File: src/rtl/pin_input_port_if.sv
// pin_input_port_if: pin sample bus between the core (master) and the pin input port (slave).
interface pin_input_port_if #(parameter int WIDTH = 8);
  logic [WIDTH-1:0] i_pins;
  logic             i_rd;
  logic [WIDTH-1:0] o_in;
  logic [WIDTH-1:0] o_rise;
  logic [WIDTH-1:0] o_fall;
  logic             o_valid;
  modport master (output i_pins, i_rd, input o_in, o_rise, o_fall, o_valid);
  modport slave  (input i_pins, i_rd, output o_in, o_rise, o_fall, o_valid);
endinterface

File: src/rtl/pin_input_port.sv
// pin_input_port: synchronized, debounced pin inputs with sticky edge flags.
// Falling-edge flags exist only when PIN_INPUT_FALLING_EDGE_EN is defined.
module pin_input_port #(
  parameter int WIDTH           = 8,
  parameter int DEBOUNCE_CYCLES = 16000
) (
  input logic             i_clk,
  input logic             i_rst_n,
  pin_input_port_if.slave bus
);
  localparam int CW = $clog2(DEBOUNCE_CYCLES + 1);
  localparam logic [CW-1:0] LAST = CW'(DEBOUNCE_CYCLES - 1);
  logic [WIDTH-1:0] s1, s2, din, rise, upd, rise_nxt;
  logic valid, valid_nxt;
  always_ff @(posedge i_clk or negedge i_rst_n)
    if (!i_rst_n) begin
      s1 <= '0;
      s2 <= '0;
    end else begin
      s1 <= bus.i_pins;
      s2 <= s1;
    end
  genvar n;
  generate
    for (n = 0; n < WIDTH; n++) begin : g_pin
      logic [CW-1:0] cnt;
      assign upd[n] = (s2[n] != din[n]) && (cnt == LAST);
      always_ff @(posedge i_clk or negedge i_rst_n)
        if (!i_rst_n) cnt <= '0;
        else cnt <= (s2[n] == din[n] || upd[n]) ? '0 : cnt + CW'(1);
    end
  endgenerate
  // a fresh edge wins over a read clearing the same bit
  assign rise_nxt = (bus.i_rd ? '0 : rise) | (upd & s2);
`ifdef PIN_INPUT_FALLING_EDGE_EN
  logic [WIDTH-1:0] fall, fall_nxt;
  assign fall_nxt  = (bus.i_rd ? '0 : fall) | (upd & ~s2);
  assign valid_nxt = |(rise_nxt | fall_nxt);
  always_ff @(posedge i_clk or negedge i_rst_n)
    if (!i_rst_n) fall <= '0;
    else fall <= fall_nxt;
  assign bus.o_fall = fall;
`else
  assign valid_nxt  = |rise_nxt;
  assign bus.o_fall = '0;
`endif
  always_ff @(posedge i_clk or negedge i_rst_n)
    if (!i_rst_n) begin
      din   <= '0;
      rise  <= '0;
      valid <= 1'b0;
    end else begin
      din   <= din ^ upd;
      rise  <= rise_nxt;
      valid <= valid_nxt;
    end
  assign bus.o_in    = din;
  assign bus.o_rise  = rise;
  assign bus.o_valid = valid;
endmodule

File: src/flat_wrapper.sv
// flat-port wrapper written by rule: the top's interface ports become plain ports
module pin_input_port_flat 
#(
  parameter int WIDTH           = 8,
  parameter int DEBOUNCE_CYCLES = 16000
)
  (i_clk, i_rst_n, bus_i_pins, bus_i_rd, bus_o_in, bus_o_rise, bus_o_fall, bus_o_valid);
  pin_input_port_if #(.WIDTH(WIDTH)) bus_i ();
  input logic i_clk;
  input logic i_rst_n;
  input wire logic [$bits(bus_i.i_pins)-1:0] bus_i_pins;
  input wire logic [$bits(bus_i.i_rd)-1:0] bus_i_rd;
  output wire logic [$bits(bus_i.o_in)-1:0] bus_o_in;
  output wire logic [$bits(bus_i.o_rise)-1:0] bus_o_rise;
  output wire logic [$bits(bus_i.o_fall)-1:0] bus_o_fall;
  output wire logic [$bits(bus_i.o_valid)-1:0] bus_o_valid;
  assign bus_i.i_pins = bus_i_pins;
  assign bus_i.i_rd = bus_i_rd;
  assign bus_o_in = bus_i.o_in;
  assign bus_o_rise = bus_i.o_rise;
  assign bus_o_fall = bus_i.o_fall;
  assign bus_o_valid = bus_i.o_valid;
  pin_input_port #(.WIDTH(WIDTH), .DEBOUNCE_CYCLES(DEBOUNCE_CYCLES)) u_core (.i_clk(i_clk), .i_rst_n(i_rst_n), .bus(bus_i));
endmodule
File: config.mk
export PLATFORM = sky130hd
export DESIGN_NAME = pin_input_port_flat
export DESIGN_NICKNAME = d
export VERILOG_FILES = /design/src/rtl/pin_input_port_if.sv /design/src/rtl/pin_input_port.sv /design/src/flat_wrapper.sv
export SDC_FILE = /design/constraint.sdc
export NUM_CORES = 1
export LEC_CHECK = 0
export CAP_MARGIN = 20
export CORE_MARGIN = 1.5
export CORE_UTILIZATION = 30
export DETAILED_ROUTE_END_ITERATION = 8
export PLACE_DENSITY_LB_ADDON = 0.08
export SYNTH_ARGS = -nofsm -noshare
export SYNTH_HDL_FRONTEND = slang
export SYNTH_SLANG_ARGS = --single-unit
File: constraint.sdc
create_clock -name i_clk -period 1.7 [get_ports i_clk]
set_clock_uncertainty 0.05 [all_clocks]
set_input_delay 0.34 -clock i_clk [delete_from_list [all_inputs] [get_ports i_clk]]
set_output_delay 0.34 -clock i_clk [all_outputs]
set_load 0.03 [all_outputs]
==> results of run 1 <==
-- how the worst max path moves through the flow --
stage	start	end	slack [ns]
global route	u_core.g_pin[6].cnt[2]	u_core.g_pin[6].cnt[13]	-0.06
detailed placement	bus_i_rd	u_core.bus.o_valid	-0.12
floorplan	u_core.g_pin[4].cnt[0]	u_core.g_pin[4].cnt[10]	0.004
finish	u_core.g_pin[6].cnt[2]	u_core.g_pin[6].cnt[13]	0.01
CTS	u_core.g_pin[1].cnt[0]	u_core.g_pin[1].cnt[6]	-0.03
global placement	bus_i_rd	u_core.bus.o_valid	-0.08
-- timing repair --
action | in CTS | in global routing
buffers inserted | 0 | 4
setup endpoints to repair | 24 | 67
gates cloned | 0 | 2
resized for setup | 22 | 73
hold endpoints to repair | 27 | 0
hold buffers | 1 | 0
pin swaps | 5 | 23
-- layout by cell type (no fill, tap or decap), drive strengths merged, types with 4 or more instances in the layout --
cell           count
mux2               5
inv               21
and2               7
o21ai             12
bufinv             4
nand2b             7
a21oi              7
ha                 8
clkdlybuf4s50      9
and3              12
clkbuf            25
and4               9
nor4               5
buf               70
nor2             116
dfrtp            145
nand2             39
xnor2             47
xor2              50
dlygate4sd2       14
nand3             40
conb               8
nor3              16
nand4             17
or3               12
-- sequential cells by signal, indices dropped and copies added, names as in the netlist, named ones only --
register            cells
u_core.bus.o_valid      1
u_core.s2               8
u_core.g_pin.cnt      112
u_core.bus.o_rise       8
u_core.s1               8
-- cell type report --
| class | count | area, sq um | share of cell area |
|---|---|---|---|
| well taps | 275 | 344 | 0.0402 |
| flip-flops and latches | 145 | 3630 | 0.424 |
| clock inverters | 9 | 154 | 0.0180 |
| multi-input cells | 441 | 2980 | 0.348 |
| clock buffers | 22 | 484 | 0.0566 |
| repair buffers | 98 | 892 | 0.104 |
| inverters | 21 | 78.8 | 0.00921 |
-- cell usage after synthesis, types with 2 or more instances --
| cell | n |
|---|---|
| dfrtp_1 | 145 |
| nor2_1 | 116 |
| xor2_1 | 50 |
| xnor2_1 | 47 |
| nand3_1 | 40 |
| nand2_1 | 39 |
| inv_1 | 21 |
| nand4_1 | 17 |
| nor3_1 | 16 |
| and3_1 | 11 |
| buf_4 | 11 |
| o21ai_0 | 11 |
| or3_1 | 10 |
| and4_1 | 9 |
| ha_1 | 8 |
| a21oi_1 | 7 |
| and2_1 | 7 |
| nand2b_1 | 6 |
| mux2_2 | 5 |
| nor4_1 | 4 |
| a32o_1 | 3 |
| buf_2 | 3 |
| clkbuf_1 | 3 |
| nand4bb_1 | 3 |
| nand4b_1 | 2 |
| nor4bb_1 | 2 |
| o2bb2ai_1 | 2 |
| or3_4 | 2 |
| or4_1 | 2 |
-- where the power goes --
part | total [mW] | internal, mW | switching [mW]
clock network | 4.01 | 2.60 | 1.41
logic | 0.396 | 0.169 | 0.228
registers | 3.57 | 3.52 | 0.0496
-- cells by family (layout without fill, tap and decap cells) --
family,Yosys count,count (layout)
and+or+nand+nor,294,295
DFF,145,145
xor gates and xnor gates,97,97
buffers and inverters,38,150
AOI/OAI and AO/OA,28,28
adders and majority gates,8,8
muxes,5,5
other,1,8
-- layer usage --
layer | track usage | routed length [um] | part of all wire | up-vias
met5 | 0 | 0 | 0 | -
met4 | 0.0397 | 138 | 0.010 | 0
met3 | 0.0338 | 369 | 0.028 | 8
met2 | 0.208 | 6520 | 0.49 | 45
met1 | 0.165 | 6330 | 0.47 | 2240
li1 | - | - | - | 2276
-- worst max-delay path: stages, from the launching register on --
cell	delay, ns
dfrtp_1	0.41
and4_1	0.24
nand2_1	0.08
or3_4	0.36
or3_4	0.34
a21oi_2	0.14
==> metrics, run 1 <==
status=finished clean; routed via count=4569; Max Cap Violations=0; Post-Layout Cell Count=1011; number of global-route vias before repair=4657; Tot Pwr=7.98 mW; pin count of the biggest net entering global routing=43; worst hold slack=0.300 ns; vias per cell=4.52; Final min period=1.69 ns; R2R setup slack=0.01 ns; first-pass GRT wire length=22.5 mm; Reg-to-Reg End=u_core.g_pin[6].cnt[13]; Final Hold Vio Count=0; Routed WL per cell=13.2 um; dpl cells=974; clk slew on worst S/H paths=0.06 ns; HP Class=reg2reg; # diodes=0; final setup TNS=0 ns; chip height=150 um; final std cell area, no fill=8560 sq um; maximum clock rate=0.592 GHz; Setup CP Type=reg2reg; Synth Area in XOR/XNOR=0.131; Most used DFF post-synth=dfrtp_1; simple-gate area share of the yosys netlist=0.227; RSZ-0062 raised after global routing=yes; share of the synthesized area in the top cell type=0.560; WHS Endpoint=u_core.s2[4]; multiplexer share of the synthesized area=0.00870; Setup violations, final=0; register area share after synthesis=0.560; min-delay src=u_core.s1[4]; Post-synth ARST share=1.00; fin util=0.406; Area growth syn-to-layout=32.2%; Lkg Pwr=3.74 nW; TritonCTS buffer count=17; post-synth top area cell=dfrtp_1; synthesized flop and latch total=145; Root Driver=clkbuf_16; Synth Cell Area=6470 sq um; Initial Utilization=0.307; CTS max path bufs=2; CP Capture Type=flop; Pre-Repair DR Iteration Count=4; Mean Syn Cell Area=10.5 sq um; htree depth=4; initial antenna violation count=0; GR Overflow Total=0; Detailed Place HPWL=9.13 mm; Die X=150 um; Adder-Cell Fraction of Synth Area=0.0155; largest family of logic cells by synthesized area=simple AND/OR/NAND/NOR gates; Reg2Reg Depth=5; synth unique cells=43; Area contributors post-synth=dfrtp_1 56%, xor2_1 6.8%, nor2_1 6.7%; Gate Count Post-Synth=616; compound-cell area share of the yosys netlist=0.0273; Slew Viols, Final=0; die area=22500 sq um; final WL=13.4 mm; type of origin of the critical path=flop; Residual DRC=0; ANT nets after route=0; DP Area=7600 sq um; Post-synth EDFFs=0; Port-buffer cells=27; worst setup margin=0.0121 ns; number of top-level pins=36; Crit path required time=1.99 ns; crit path DAT=1.98 ns; Yosys warnings=0; CTS tree=yes; Total GRT Usage=0.128; Worst R2R Start=u_core.g_pin[6].cnt[2]; FILL cells=2072; clk_lat worst skew=0.41 ns; P per Cell Area=932 nW/um^2; GP Congestion=0.753; worst-path fanout max=5; clock sinks=145; Core Area=21100 sq um; layout cells sized above 1=0.239; hold path depth=0; Final nets=743; FP Rows=53; pre-CTS WS=-0.116 ns; Max IR drop VDD=0.000564 V; Final period util=0.993; Iter 0 DRT Violations=150
Power figures use the tool's default switching activity.
==> run 2: changes to the inputs <==
Settings changed: GPL_ROUTABILITY_DRIVEN set to 0.
==> results of run 2 <==
No change in the layout: final DEF, timing and power equal those of run 1.
==> run 3: changes to the inputs <==
Settings changed: CAP_MARGIN 20 to 15, CORE_MARGIN 1.5 to unset.
==> run 3 against run 2 <==
Net effect:
- die area is 1.3% lower
- register-to-register slack better by 0.03 ns
- via count is 0.18% lower
- count of clock-buffer cells in the layout is 3 lower
- non-clock buffer count is 2 lower
- combinational power is 4% lower
- first-iteration DRC count is 40% higher
- clock power is 5% lower
- fmax is 1.9% higher
- global-route usage is 0.52 points higher
- critical path type unchanged
- critical endpoint is now u_core.g_pin[6].cnt[11]
==> metrics, run 3 (synthesis results as in run 1) <==
status=finished clean; type of origin of the critical path=flop; Core Area=21100 sq um; CTS tree=yes; Post-Layout Cell Count=1010; number of top-level pins=36; clk slew on worst S/H paths=0.06 ns; Max Cap Violations=0; htree depth=4; FP Rows=53; logic gate share of total power=0.049; Initial Utilization=0.307; Routed WL per cell=13.3 um; vias per cell=4.52; P per Cell Area=919 nW/um^2; ANT nets after route=0; chip height=149 um; Setup CP Type=reg2reg; GR Overflow Total=0; routed via count=4561; dpl cells=971; fin util=0.401; CTS max path bufs=2; TritonCTS buffer count=17; RSZ-0062 raised after global routing=yes; die area=22200 sq um; initial antenna violation count=0; Slew Viols, Final=0; Final nets=741; Reg power frac=0.459; Final period util=0.975; commonest non-fill, non-tap cells in the layout=145 x dfrtp_1, 103 x nor2_1, 61 x buf_4; hold path depth=0; maximum clock rate=0.604 GHz; max reg flops=112; Detailed Place HPWL=9.26 mm; Lkg Pwr=3.71 nW; Root Driver=clkbuf_16; Setup violations, final=0; FILL cells=2059; Crit path required time=1.95 ns; clock sinks=145; commonest non-fill, non-tap cell in the layout=dfrtp_1; Most flops, register=u_core.g_pin.cnt; Die X=149 um; final WL=13.5 mm; Residual DRC=0; Area growth syn-to-layout=30.5%; clk_lat worst skew=0.42 ns; layout cells sized above 1=0.223; pin count of the biggest net entering global routing=46; switching share of power=0.234; Port-buffer cells=27; Final Hold Vio Count=0; crit path DAT=1.91 ns; # diodes=0; number of global-route vias before repair=4702; CP Capture Type=flop; Final min period=1.66 ns; Internal Power=5.95 mW; clock share of power=0.492; first-pass GRT wire length=22.9 mm; worst-path fanout max=4; Iter 0 DRT Violations=210; Max IR drop VDD=0.000546 V; Switching Power=1.82 mW; HP Class=reg2reg; Total GRT Usage=0.133; Pre-Repair DR Iteration Count=4; Reg2Reg Depth=6
-- run 3: path summary, 6_finish.rpt --
path,from,end,slack [ns]
min in group asynchronous,i_rst_n,u_core.g_pin[5].cnt[8],0.33
min,u_core.s1[4],u_core.s2[4],0.30
max reg2reg,u_core.g_pin[6].cnt[0],u_core.g_pin[6].cnt[11],0.04
min reg2reg,u_core.s1[4],u_core.s2[4],0.30
max in group asynchronous,i_rst_n,u_core.g_pin[6].cnt[10],0.73
max,u_core.g_pin[6].cnt[0],u_core.g_pin[6].cnt[11],0.04
-- run 3: critical path: stages, from the launching register on --
cell and delay, ns:
dfrtp_1 0.41, and4_4 0.25, nand2_2 0.06, or3_4 0.35, buf_4 0.15, o21ai_0 0.20
a21oi_2 0.07
-- run 3: layout make-up --
type / count / area [sq um] / share of cell area
Clock buffer: 19 / 453 / 0.0536
Clock inverter: 13 / 151 / 0.0179
Inverter: 21 / 78.8 / 0.00933
Multi-Input combinational cell: 441 / 2930 / 0.347
Sequential cell: 145 / 3630 / 0.429
Tap cell: 275 / 344 / 0.0407
Timing Repair Buffer: 96 / 860 / 0.102
-- run 3: timing repair --
item	in CTS	in global routing
resized for setup	21	58
cloned	0	2
pin swaps	2	8
setup buffers	0	4
endpoints found under the setup margin	33	93
hold endpoints to repair	25	0
hold buffers	1	0
-- run 3: power groups by stage --
stage	combinational, mW	clock, mW	sequential [mW]
after floorplan	0.160	0	3.62
after global placement	0.360	0	3.62
after global routing	0.434	4.13	3.57
after detailed placement	0.365	0	3.63
final	0.380	3.82	3.57
after CTS	0.369	3.97	3.56
-- run 3: per-stage QoR --
stage / worst slack (ns) / area [sq um] / total power, mW / TNS [ns] / hold slack [ns]
2_1_floorplan: 0.00395 / 6530 / 3.78 / 0 / -0.00559
5_1_grt: -0.0454 / 8450 / 8.14 / -0.520 / 0.276
4_1_cts: 0.00369 / 8180 / 7.90 / 0 / 0.284
3_3_place_gp: -0.133 / 7570 / 3.98 / -0.292 / 0.193
3_5_place_dp: -0.142 / 7570 / 3.99 / -0.409 / 0.197
6_report: 0.0432 / 8450 / 7.76 / 0 / 0.299
-- run 3: routing by layer --
layer / vias to the layer above / global-route usage / part of all wire
met2: 45 / 0.210 / 0.48
met1: 2229 / 0.171 / 0.47
met3: 12 / 0.0385 / 0.030
met4: 0 / 0.0515 / 0.015
met5: - / 0 / 0
li1: 2275 / - / -
